`config.mk`:
```
export PLATFORM = sky130hd
export DESIGN_NAME = mem_add_seq
export DESIGN_NICKNAME = d
export VERILOG_FILES = /design/src/rtl/mem_add_seq.sv
export SDC_FILE = /design/constraint.sdc
export NUM_CORES = 1
export LEC_CHECK = 0
export BUFFER_PORTS_ARGS = -buffer_cell sky130_fd_sc_hd__buf_2
export CAP_MARGIN = 0
export CELL_PAD_IN_SITES_DETAIL_PLACEMENT = 2
export CELL_PAD_IN_SITES_GLOBAL_PLACEMENT = 2
export CORE_ASPECT_RATIO = 1.4
export CORE_UTILIZATION = 27
export CTS_CLUSTER_SIZE = 20
export DETAILED_ROUTE_END_ITERATION = 7
export PLACE_DENSITY_LB_ADDON = 0.15
export SLEW_MARGIN = 10
export SYNTH_ARGS = -nofsm -noshare
export SYNTH_HDL_FRONTEND = slang
export SYNTH_SLANG_ARGS = --single-unit
```
`constraint.sdc`:
```
create_clock -name clk -period 1.5 [get_ports clk]
set_input_delay 0.15 -clock clk [delete_from_list [all_inputs] [get_ports clk]]
set_output_delay 0.15 -clock clk [all_outputs]
set_load 0.005 [all_outputs]
```
`src/rtl/mem_add_seq.sv`:
```
// mem_add_seq: sequencer for an element-wise vector add over two 16-entry
// memories (X and Y). Each element takes READ -> WAIT -> WRITE, so the
// downstream adder sees three cycles per element. The sum is written back
// into X or Y as selected at start. Writes with adder carry-out are counted.
module mem_add_seq (
  input  logic       clk,
  input  logic       reset,
  input  logic       start,
  input  logic       abort,
  input  logic [3:0] base_x,
  input  logic [3:0] base_y,
  input  logic [4:0] length,
  input  logic       dst_sel,
  input  logic       MemOverflow,
  output logic [3:0] read_addressX,
  output logic [3:0] read_addressY,
  output logic [3:0] write_addressX,
  output logic [3:0] write_addressY,
  output logic       write_X_enable,
  output logic       write_Y_enable,
  output logic       busy,
  output logic       done,
  output logic [4:0] ovf_count
);

  typedef enum logic [2:0] {
    IDLE  = 3'd0,
    READ  = 3'd1,
    WAIT  = 3'd2,
    WRITE = 3'd3,
    DONE  = 3'd4
  } state_t;

  localparam logic [4:0] MAX_LEN = 5'd16;

  state_t     r_state;
  state_t     w_next_state;

  // Operation parameters captured when a start is accepted.
  logic [3:0] r_base_x;
  logic [3:0] r_base_y;
  logic [4:0] r_len;
  logic       r_dst_sel;

  // Element index and overflow counter.
  logic [3:0] r_idx;
  logic [4:0] r_ovf_count;

  logic [4:0] w_len_clamped;
  logic       w_accept;
  logic       w_last_elem;
  logic [3:0] w_addr_x;
  logic [3:0] w_addr_y;
  logic       w_ovf_inc;

  // Lengths beyond the memory depth would only revisit addresses; cap at 16.
  assign w_len_clamped = (length > MAX_LEN) ? MAX_LEN : length;

  // Abort has priority over start, even while idle.
  assign w_accept = (r_state == IDLE) && start && !abort;

  // The element being written is the last one when idx+1 reaches the length.
  assign w_last_elem = (({1'b0, r_idx} + 5'd1) == r_len);

  // 4-bit adds wrap naturally modulo 16.
  assign w_addr_x = r_base_x + r_idx;
  assign w_addr_y = r_base_y + r_idx;

  // Count carry-out only on real write cycles, saturating at 16.
  assign w_ovf_inc = (r_state == WRITE) && MemOverflow && (r_ovf_count < MAX_LEN);

  // State register.
  always_ff @(posedge clk or posedge reset) begin
    if (reset) begin
      r_state <= IDLE;
    end else begin
      r_state <= w_next_state;
    end
  end

  // Next-state logic; abort in READ/WAIT leaves before any strobe, abort in
  // WRITE is acted on only after the strobe cycle has completed.
  always_comb begin
    w_next_state = r_state;
    case (r_state)
      IDLE: begin
        if (w_accept) begin
          w_next_state = (w_len_clamped == 5'd0) ? DONE : READ;
        end
      end
      READ: begin
        w_next_state = abort ? IDLE : WAIT;
      end
      WAIT: begin
        w_next_state = abort ? IDLE : WRITE;
      end
      WRITE: begin
        if (abort) begin
          w_next_state = IDLE;
        end else if (w_last_elem) begin
          w_next_state = DONE;
        end else begin
          w_next_state = READ;
        end
      end
      DONE: begin
        w_next_state = IDLE;
      end
      default: begin
        w_next_state = IDLE;
      end
    endcase
  end

  // Capture operation parameters on an accepted start; hold them otherwise.
  always_ff @(posedge clk or posedge reset) begin
    if (reset) begin
      r_base_x  <= 4'd0;
      r_base_y  <= 4'd0;
      r_len     <= 5'd0;
      r_dst_sel <= 1'b0;
    end else if (w_accept) begin
      r_base_x  <= base_x;
      r_base_y  <= base_y;
      r_len     <= w_len_clamped;
      r_dst_sel <= dst_sel;
    end
  end

  // Element index: cleared on start, advanced after each write.
  always_ff @(posedge clk or posedge reset) begin
    if (reset) begin
      r_idx <= 4'd0;
    end else if (w_accept) begin
      r_idx <= 4'd0;
    end else if (r_state == WRITE) begin
      r_idx <= r_idx + 4'd1;
    end
  end

  // Overflow counter: cleared on start, held after the operation ends.
  always_ff @(posedge clk or posedge reset) begin
    if (reset) begin
      r_ovf_count <= 5'd0;
    end else if (w_accept) begin
      r_ovf_count <= 5'd0;
    end else if (w_ovf_inc) begin
      r_ovf_count <= r_ovf_count + 5'd1;
    end
  end

  // Outputs decode from the registered state, so reset clears them at once.
  always_comb begin
    read_addressX  = 4'd0;
    read_addressY  = 4'd0;
    write_addressX = 4'd0;
    write_addressY = 4'd0;
    write_X_enable = 1'b0;
    write_Y_enable = 1'b0;
    case (r_state)
      READ, WAIT: begin
        read_addressX = w_addr_x;
        read_addressY = w_addr_y;
      end
      WRITE: begin
        read_addressX  = w_addr_x;
        read_addressY  = w_addr_y;
        write_addressX = w_addr_x;
        write_addressY = w_addr_y;
        write_X_enable = !r_dst_sel;
        write_Y_enable = r_dst_sel;
      end
      default: begin
      end
    endcase
  end

  // Status outputs.
  assign busy      = (r_state != IDLE);
  assign done      = (r_state == DONE);
  assign ovf_count = r_ovf_count;

endmodule
```
==> results of run 1 <==
==> flip-flops by register name (all words and copies together) (netlist names) <==
register and count:
ovf_count 5, r_state 3, r_len 5, r_base_x 4, r_idx 4, r_dst_sel 1
r_base_y 4
==> through the flow <==
stage               util (%)  cells  instance area, µm²  setup slack [ps]
finish                 40.92    312                2277            -365.8
global route           40.92    312                2277            -409.4
CTS                    39.79    311                2215            -322.2
detailed placement     35.77    299                1991            -161.9
global placement       35.77    299                1991            -96.01
floorplan                  -    176                1587             1.679
==> metal layers <==
| layer | track usage [%] | wire length (µm) |
|---|---|---|
| met5 | 0 | 0 |
| met4 | 6.383 | 99 |
| met3 | 1.724 | 108 |
| met2 | 36.65 | 2974 |
| met1 | 20.68 | 1967 |
==> cell usage in the layout (no fill, tap or decap), drive strengths merged, types with 5 or more instances in the layout <==
cell type | Yosys | final
xnor2 | 8 | 8
and2 | 8 | 8
o21ai | 5 | 5
xor2 | 7 | 7
ha | 8 | 8
nand2 | 44 | 44
a21oi | 5 | 5
buf | 6 | 70
dfrtp | 26 | 26
nor2 | 25 | 25
nand3b | 5 | 5
==> area by class of cell <==
| class | count | area [µm²] |
|---|---|---|
| Multi-Input combinational cell | 139 | 996.0 |
| Timing Repair Buffer | 71 | 469.2 |
| Sequential cell | 26 | 656.9 |
| Fill cell | 641 | 3288 |
| Tap cell | 68 | 85.08 |
| Inverter | 4 | 15.01 |
| Clock buffer | 4 | 55.05 |
==> kinds of logic (layout without fill, tap and decap cells) <==
group,after synthesis,count (layout)
mux,1,1
flops,26,26
xor+xnor,15,15
buf+inv,11,79
compound gates,15,15
simple gates,98,98
fa+ha+maj,10,10
==> how the worst max path moves through the flow <==
stage | from | to | depth (start not counted)
after floorplan | r_idx[0] | r_state[0] | 6
after global placement | r_idx[1] | read_addressY[3] | 6
after detailed placement | r_idx[1] | r_state[0] | 6
after CTS | r_idx[1] | read_addressY[3] | 6
after global routing | r_idx[1] | write_addressX[2] | 6
final | r_idx[1] | read_addressY[3] | 6
==> worst max-delay path, delay by kind of cell (launching register included) <==
family	cells	cell delay (ps)
AOI/OAI and AO/OA	2	370
xor gates and xnor gates	1	140
adders and majority gates	1	230
buffers and inverters	1	130
DFF	1	490
and+or+nand+nor	1	70
==> report_power, final <==
part | internal [µW] | switching, µW
clock network | 236 | 246
logic | 761 | 724
registers | 903 | 214
total | 1900 | 1180
==> timing repair <==
action,4_1_cts,5_1_grt
setup buffers,7,1
pin swaps,6,5
hold buffers,1,0
resized for setup,22,11
endpoints found under the setup margin,20,25
hold endpoints to repair,26,0
==> impl_results.md, run 1 <==
- Status: complete, but fails checks
- Failing checks: setup timing
- Cell chain of the critical path: ha_4 -> a21o_1 -> a21oi_4 -> xnor2_2 -> nor2_1 -> buf_2
- Final net count: around 270
- List of most frequent post-synthesis cells: nand2_1, dfrtp_1, nor2_1
- Post-Syn Area: roughly 0.0016 mm²
- Max Cap Viol: 0
- Layout cells sized above 1: a little over two fifths
- Die area: a little over 0.006 mm²
- WHS Path Cells: 3
- Min-delay src: base_x[0]
- TritonCTS buffer count: 3
- Vias: approximately 1,500
- Share of the synthesized area in the top cell type: a little over 40%
- Worst-Skew Late Latency: between 200 and 300 ps
- Reg-to-reg slack, setup: -280 ps
- Crit path launch type: register
- Worst Setup End Kind: output port
- Worst clock skew: around 3.5 ps
- Hold Slack: 54.32 ps
- Sequential cell area fraction in the yosys report: 41.37%
- RSZ-0062 raised after global routing: true
- Antenna Nets Post-Route: 0
- Adder-Cell Fraction of Synth Area: under 10%
- Fmax: ~540 MHz
- Count leader, synth: nand2_1
- Design Power: 3084 µW
- Gp weighted congestion: roughly 0.75
- PortBufs: 43
- Crit Path Max Fanout: 5
- Max incr delay on CP: slightly below 500 ps
- Synth Area in XOR/XNOR: between 8 and 9%
- Root Buffer: clkbuf_8
- Number of synthesized flops with an enable pin: 0
- VDD IR max: roughly 560 µV
- Mux share of post-synthesis cell area: less than 1%
- Synthesized area per cell: a little under 9 µm²
- Chip Width: roughly 67 µm
- DR vias/cell: ~4.8
- Initial antenna violation count: 0
- Clock input transition at the sequential cells of the worst setup and hold paths: approximately 90 ps
- Worst slew pin tran: 368.6 ps
- Worst setup margin: -365.8 ps
- Critical path type: register to output port
- Min-Delay Endpoint: r_base_x[0]
- Synth Area in Simple Gates: between 20% and 30%
- Area contributors post-synth: dfrtp_1, nand2_1, ha_1, nor2_1, xnor2_1
- Post-Syn Nets: slightly above 200
- Worst r2r path cells: 7
- Detailed placement HPWL: 3843 µm
- Core area: between 0.005 and 0.006 mm²
- Total track usage: between 10% and 20%
- Hold Path Class: primary input to register
- Setup-failing EPs final: 19
- Crit Reg-Reg Startpoint: r_idx[1]
- Final worst-path cycle share: 124.4%
- Ys Warns: 0
- Netlist cell types: 34
- Async SR Flop Fraction: between 90% and 100%
- FF+latch count, synth: 26
- Row count: 32
- DRT iter0 DRCs: 33
- Worst rel slew slack: 75.43%
- Top FF cell, synth: dfrtp_1
- First-pass GRT wire length: 8714 µm
- Starting Density: approximately 28%
- Largest family of logic cells by synthesized area: simple AND/OR/NAND/NOR gates
- Sum Neg Setup Slack: -4615 ps
- CTS tree: built
- WL per Instance: 16.50 µm
- Buffer depth of the longest clock path: 2
- Final wirelength: 5149 µm
- Cell count after synthesis: approximately 180
- Total clock sinks: 26
- P_leak: approximately 0.0012 µW
- 1st-pass router iterations: 4
- Total global routing overflow: 0
- CP max-delay cell: dfrtp_2
- Vias in the first global route: 1,730
- Htree depth: 1
- Layout area overhead: 44.79%
- Final hold violation count: 0
- Worst R2R End: r_state[0]
- Max-slew violation count: 0
- Die H: between 90 and 100 µm
- Post-synthesis compound-gate area fraction: under 10%
- Largest net degree at the start of global routing: 27
- I/O pins: 44
- Fin crit period: 1866 ps
- Drt drc: 0
- P per Cell Area: 1354 mW/mm²
- Worst EP required: 1350 ps
- Diode count: 0
- CP Data Arrival Time: ~1700 ps
- Yosys top cell by area: dfrtp_1
(Power assumes the default switching activity.)
==> inputs of run 2 (changes only) <==
--- a/config.mk
+++ b/config.mk
@@ -13,7 +13,7 @@
 export CORE_UTILIZATION = 27
 export CTS_CLUSTER_SIZE = 20
 export DETAILED_ROUTE_END_ITERATION = 7
-export PLACE_DENSITY_LB_ADDON = 0.15
+export PLACE_DENSITY_LB_ADDON = 0.2
 export SLEW_MARGIN = 10
 export SYNTH_ARGS = -nofsm -noshare
 export SYNTH_HDL_FRONTEND = slang
==> impl_results.md, run 2 (synthesis results as in run 1) <==
- DRT iter0 DRCs: 30 (-9.1%)
- P_leak: 0.001230 µW (+4.0%)
- Failing checks: setup timing
- Worst slew pin tran: 360.4 ps (-8.164 ps)
- Final net count: 281 (+2.6%)
- Worst clock skew: 1.998 ps (-1.503 ps)
- Total clock sinks: 26 (unchanged)
- CTS tree: built
- Clock input transition at the sequential cells of the worst setup and hold paths: 100 ps (about the same)
- Crit Path Max Fanout: 5 (unchanged)
- Commonest non-fill, non-tap cell in the layout: nand2_1
- I/O pins: 44 (unchanged)
- Total global routing overflow: 0 (unchanged)
- PortBufs: 43 (unchanged)
- Max Cap Viol: 0 (unchanged)
- P per Cell Area: 1341 mW/mm² (-0.95%)
- Largest net degree at the start of global routing: 27 (unchanged)
- 1st-pass router iterations: 4 (unchanged)
- Dpl cells: 302 (+1.0%)
- Fmax: 540.4 MHz (+0.83%)
- Core area: 0.005565 mm² (unchanged)
- Die H: 92.31 µm (unchanged)
- Layout cells sized above 1: 48.21% (+4.8 points)
- Die area: 0.006139 mm² (unchanged)
- Gp weighted congestion: 0.7441 (-0.63%)
- Antenna Nets Post-Route: 0 (unchanged)
- Reg-to-reg slack, setup: -300 ps (-20 ps)
- Final worst-path cycle share: 123.4% (-1.0 points)
- WHS Path Cells: 3 (unchanged)
- # fillers: 618 (-3.6%)
- Htree depth: 1 (unchanged)
- Crit Reg-Reg Startpoint: r_idx[2]
- Chip Width: 66.51 µm (unchanged)
- Worst setup margin: -350.4 ps (+15.42 ps)
- Fin crit period: 1850 ps (-15.42 ps)
- Max-slew violation count: 0 (unchanged)
- Reg area: 654.4 µm² (-0.38%)
- Vias: 1,506 (+1.1%)
- Min-delay src: base_y[1]
- Dpl cell area: 0.002013 mm² (+1.1%)
- Diode count: 0 (unchanged)
- Finished Cell Area: 0.002391 mm² (+5.0%)
- DR vias/cell: 4.721 (-1.1%)
- Sw Ratio: 38.71% (+0.31 points)
- Final hold violation count: 0 (unchanged)
- Crit path launch type: register
- Drt drc: 0 (unchanged)
- GR Util met3: 1.847% (+0.12 points)
- Hold Path Class: primary input to register
- Worst Setup End Kind: output port
- Setup Slack @ Placement: -160.0 ps (+1.866 ps)
- Core Util, Final: 42.96% (+2.0 points)
- Switching pwr: 1242 µW (+4.8%)
- Worst r2r path cells: 7 (unchanged)
- Status: complete, but fails checks
- Min-Delay Endpoint: r_base_y[1]
- Layout area overhead: 52.03%
- Final std cells w/o fill: 319 (+2.2%)
- Most frequent cells in the layout: nand2_1, buf_2, buf_4
- Setup-failing EPs final: 17 (-2)
- WL per Instance: 16.63 µm (+0.75%)
- Detailed placement HPWL: 3694 µm (-3.9%)
- Row count: 32 (unchanged)
- Root Buffer: clkbuf_8
- Reg power frac: 35.7% (-0.5 points)
- TritonCTS buffer count: 3 (unchanged)
- Clock share of power: 15.0% (-0.6 points)
- Final wirelength: 5304 µm (+3.0%)
- VDD IR max: 599.9 µV (+7.6%)
- M2 GR Usage: 34.35% (-2.3 points)
- First-pass GRT wire length: 7983 µm (-8.4%)
- Most used routing layer: met2
- Buffer depth of the longest clock path: 2 (unchanged)
- Vias in the first global route: 1,658 (-4.2%)
- Worst-Skew Late Latency: 280 ps (about the same)
- RSZ-0062 raised after global routing: true
- Combinational share of power: 49.3% (+1.1 points)
- Worst R2R End: r_state[0]
- Worst rel slew slack: 75.97% (+0.54 points)
- Critical path type: register to output port
- Total track usage: 17.58% (-1.4 points)
- CP Data Arrival Time: 1700 ps (-20 ps)
- Worst EP required: 1350 ps (about the same)
- Starting Density: 28.26% (unchanged)
- Area occupied by multi-input gates: 0.001040 mm² (+4.4%)
- P_int: 1966 µW (+3.5%)
- GR Util met1: 19.19% (-1.5 points)
- Initial antenna violation count: 0 (unchanged)
[run 2: cell count changes in the layout (fill, tap and decap cells not counted), sizes merged]
| cell | change |
|---|---|
| buf | +7 |
[run 2: power groups by stage]
stage | logic [µW] | registers (µW) | clock network (µW)
final | 1580 | 1140 | 480
after global routing | 1770 | 1180 | 521
after CTS | 1440 | 1120 | 500
after detailed placement | 1250 | 1100 | 0
after global placement | 1190 | 1090 | 0
after floorplan | 746 | 1060 | 0
[run 2: through the flow]
stage / power, µW / setup TNS, ps / hold slack, ps
detailed placement: 2354 / -955.4 / 249.8
global placement: 2283 / -504.6 / 232.1
finish: 3207 / -4292 / 58.86
floorplan: 1804 / 0 / 189.9
global route: 3468 / -5515 / 58.84
CTS: 3056 / -4353 / 38.70
[run 2: layer usage]
metal	part of all wire [%]	wire, µm
met1	38	2022
met2	58	3060
met3	2.7	144
met4	1.5	77
met5	0	0
[run 2: worst max path at each step]
stage,start,end,cells past startpoint
floorplan,r_idx[0],r_state[0],6
global placement,r_idx[0],r_state[0],7
detailed placement,r_idx[0],r_state[0],7
CTS,r_idx[0],write_addressX[2],6
global route,r_idx[0],read_addressX[2],6
finish,r_idx[1],read_addressY[1],4
[run 2: cell type report]
class                           count  share of cell area [%]
Clock buffer                        4                   2.302
Timing Repair Buffer               78                   22.66
Sequential cell                    26                   27.37
Tap cell                           68                   3.558
Inverter                            4                  0.6279
Multi-Input combinational cell    139                   43.49
[run 2: repair_timing]
| item | 4_1_cts | 5_1_grt |
|---|---|---|
| resized for setup | 23 | 26 |
| hold endpoints to repair | 26 | 0 |
| setup endpoints to repair | 22 | 26 |
| pin swaps | 11 | 10 |
| hold buffers | 1 | 0 |
| buffers inserted | 6 | 7 |
[run 2: critical path, stage by stage, from the launching register on]
cell and delay (ps):
dfrtp_2 480, buf_6 140, fa_2 560, and2_4 140, buf_6 90
==> inputs of run 3 (changes only) <==
--- a/config.mk
+++ b/config.mk
@@ -10,7 +10,7 @@
 export CELL_PAD_IN_SITES_DETAIL_PLACEMENT = 2
 export CELL_PAD_IN_SITES_GLOBAL_PLACEMENT = 2
 export CORE_ASPECT_RATIO = 1.4
-export CORE_UTILIZATION = 27
+export CORE_UTILIZATION = 32
 export CTS_CLUSTER_SIZE = 20
 export DETAILED_ROUTE_END_ITERATION = 7
 export PLACE_DENSITY_LB_ADDON = 0.2
==> constraint.sdc (replaced) <==
create_clock -name clk -period 2.3 [get_ports clk]
set_input_delay 0.23 -clock clk [delete_from_list [all_inputs] [get_ports clk]]
set_output_delay 0.23 -clock clk [all_outputs]
set_load 0.02 [all_outputs]
==> impl_results.md, run 3 (synthesis results as in run 1) <==
- Status: complete, but fails checks
- Failing checks: hold timing
- Final hold violation count: 8 (+8)
- Initial antenna violation count: 0 (unchanged)
- Fin crit period: 2199 ps
- Max-slew violation count: 0 (unchanged)
- Max Cap Viol: 0 (unchanged)
- Cell chain of the critical path: ha_1 -> fa_1 -> xnor2_1 -> nor2_1 -> buf_2
- Dpl cells: 277 (-8.3%)
- TritonCTS buffer count: 3 (unchanged)
- # fillers: 558 (-9.7%)
- Design Power: 1902 µW (-41%)
- Starting Density: 34.13% (+5.9 points)
- Drt drc: 0 (unchanged)
- Worst-Skew Late Latency: 270 ps (about the same)
- Crit path launch type: register
- Vias in the first global route: 1,588 (-4.2%)
- Final worst-path cycle share: a little over nine tenths
- Crit Reg-Reg Startpoint: r_idx[1]
- CP Data Arrival Time: 1970 ps (+270 ps)
- Area occupied by multi-input gates: 855.8 µm² (-18%)
- Max incr delay on CP: 470 ps (-90 ps)
- Worst slew pin tran: 612.2 ps (+251.8 ps)
- Post-CTS Setup Inserts: 0 (-6)
- Chip Width: 61.25 µm (-7.9%)
- Wl on met1: 1781 µm (-12%)
- Core area: 0.004608 mm² (-17%)
- Row count: 29 (-9.4%)
- Crit path buffers/inverters: 1 (-1)
- Routed wl met2: 2507 µm (-18%)
- Vias: 1,354 (-10%)
- Fmax: 454.7 MHz
- Reg area: 650.6 µm² (-0.57%)
- DR WL met3: 118 µm (-18%)
- Top Family by Delay on Critical Path: adder cells
- Die H: 84.95 µm (-8.0%)
- P_leak: 0.001051 µW (-15%)
- Detailed placement HPWL: 3427 µm (-7.2%)
- Htree depth: 1 (unchanged)
- Die area: 0.005203 mm² (-15%)
- CP max-delay cell: dfrtp_1
- Final wirelength: 4430 µm (-16%)
- Worst rel slew slack: 59.07% (-17 points)
- Diode count: 0 (unchanged)
- Hold Slack: -3.306 ps (-62.17 ps)
- Largest net degree at the start of global routing: 27 (unchanged)
- I/O pins: 44 (unchanged)
- Layout cells sized above 1: 25.57% (-23 points)
- Commonest non-fill, non-tap cell in the layout: nand2_1
- Final std cells w/o fill: 281 (-12%)
- Worst EP required: 2070 ps (+720 ps)
- 1st-pass router iterations: 4 (unchanged)
- Post_cts resized: 0 (-100%)
- WL per Instance: 15.77 µm (-5.2%)
- P per Cell Area: 996.7 mW/mm² (-26%)
- Total track usage: 19.25% (+1.7 points)
- Hold Path Class: primary input to asynchronous set/reset pin
- Number of cells on the critical path: 5 (+1)
- VDD IR max: 512.3 µV (-15%)
- Worst r2r path cells: 5 (-2)
- Buffer depth of the longest clock path: 2 (unchanged)
- Layout area overhead: 21.32%
- Antenna Nets Post-Route: 0 (unchanged)
- Total global routing overflow: 0 (unchanged)
- First-pass GRT wire length: 7445 µm (-6.7%)
- Total clock sinks: 26 (unchanged)
- Setup-failing EPs final: 0 (-17)
- # hold bufs at CTS: 0 (-1)
- Sum Neg Setup Slack: 0 ps (+4292 ps)
- CTS tree: built
- Worst R2R End: r_state[0]
- Reg-to-reg slack, setup: 540 ps (+840 ps)
- Final net count: 249 (-11%)
- Worst clock skew: 3.655 ps (+1.656 ps)
- Critical path type: register to output port
- Most frequent cells in the layout: nand2_1, buf_2, dfrtp_1
- DRT iter0 DRCs: 28 (-6.7%)
- Worst Setup End Kind: output port
- Root Buffer: clkbuf_8
- PortBufs: 43 (unchanged)
- Crit Path Max Fanout: 6 (+1)
- Top Layer Used: met4
- DR vias/cell: 4.819 (+2.1%)
- Gp weighted congestion: 0.8141 (+9.4%)
- RSZ-0062 raised after global routing: false
- Clock input transition at the sequential cells of the worst setup and hold paths: 100 ps (about the same)
[run 3: cell types whose count changed in the layout (fill, tap and decap cells not counted), moves of 4 or more]
cell | before | now
ha_1 | 1 | 8
buf_6 | 9 | 0
nor2_4 | 4 | 0
ha_4 | 5 | 0
a21oi_2 | 4 | 0
nor2_1 | 19 | 25
buf_4 | 26 | 3
a21oi_1 | 1 | 5
[run 3: worst max-delay path by stage]
stage,from,to
2_1_floorplan,r_idx[0],read_addressX[2]
3_3_place_gp,r_idx[0],read_addressY[2]
3_5_place_dp,r_idx[1],r_state[0]
4_1_cts,r_idx[0],read_addressY[2]
5_1_grt,r_idx[0],read_addressY[2]
6_report,r_idx[0],read_addressY[2]
[run 3: cell type report]
| class | count | share of cell area [%] |
|---|---|---|
| Tap cell | 62 | 4.066 |
| Inverter | 4 | 0.7869 |
| Multi-Input combinational cell | 139 | 44.85 |
| Clock buffer | 3 | 2.164 |
| Clock inverter | 1 | 1.574 |
| Timing Repair Buffer | 46 | 12.46 |
| Sequential cell | 26 | 34.10 |
[run 3: per-stage QoR]
stage | setup WS (ps) | util (%) | instance area, µm²
finish | 100.9 | 41.41 | 1908
global route | 16.70 | 41.41 | 1908
CTS | 73.99 | 41.41 | 1908
detailed placement | 533.9 | 39.86 | 1837
global placement | 583.6 | 39.86 | 1837
floorplan | 609.2 | - | 1573
[run 3: worst reg2reg max path: stages (launching register included)]
cell and delay [ps]:
dfrtp_1 480, ha_1 270, or3_1 380, a21oi_1 150, o21ai_1 100, a32o_2 280
[run 3: per-layer routing]
| metal | vias up | GRT usage, % |
|---|---|---|
| met2 | 26 | 36.36 |
| met5 | - | 0 |
| met4 | 0 | 4.752 |
| met3 | 2 | 1.677 |
| met1 | 670 | 22.12 |
| li1 | 656 | - |
[run 3: power by group]
group	leakage (µW)	internal, µW	switching (µW)
combinational	0.000674	311	472
clock	0.0000357	233	157
sequential	0.000341	584	144
total	0.00105	1130	773
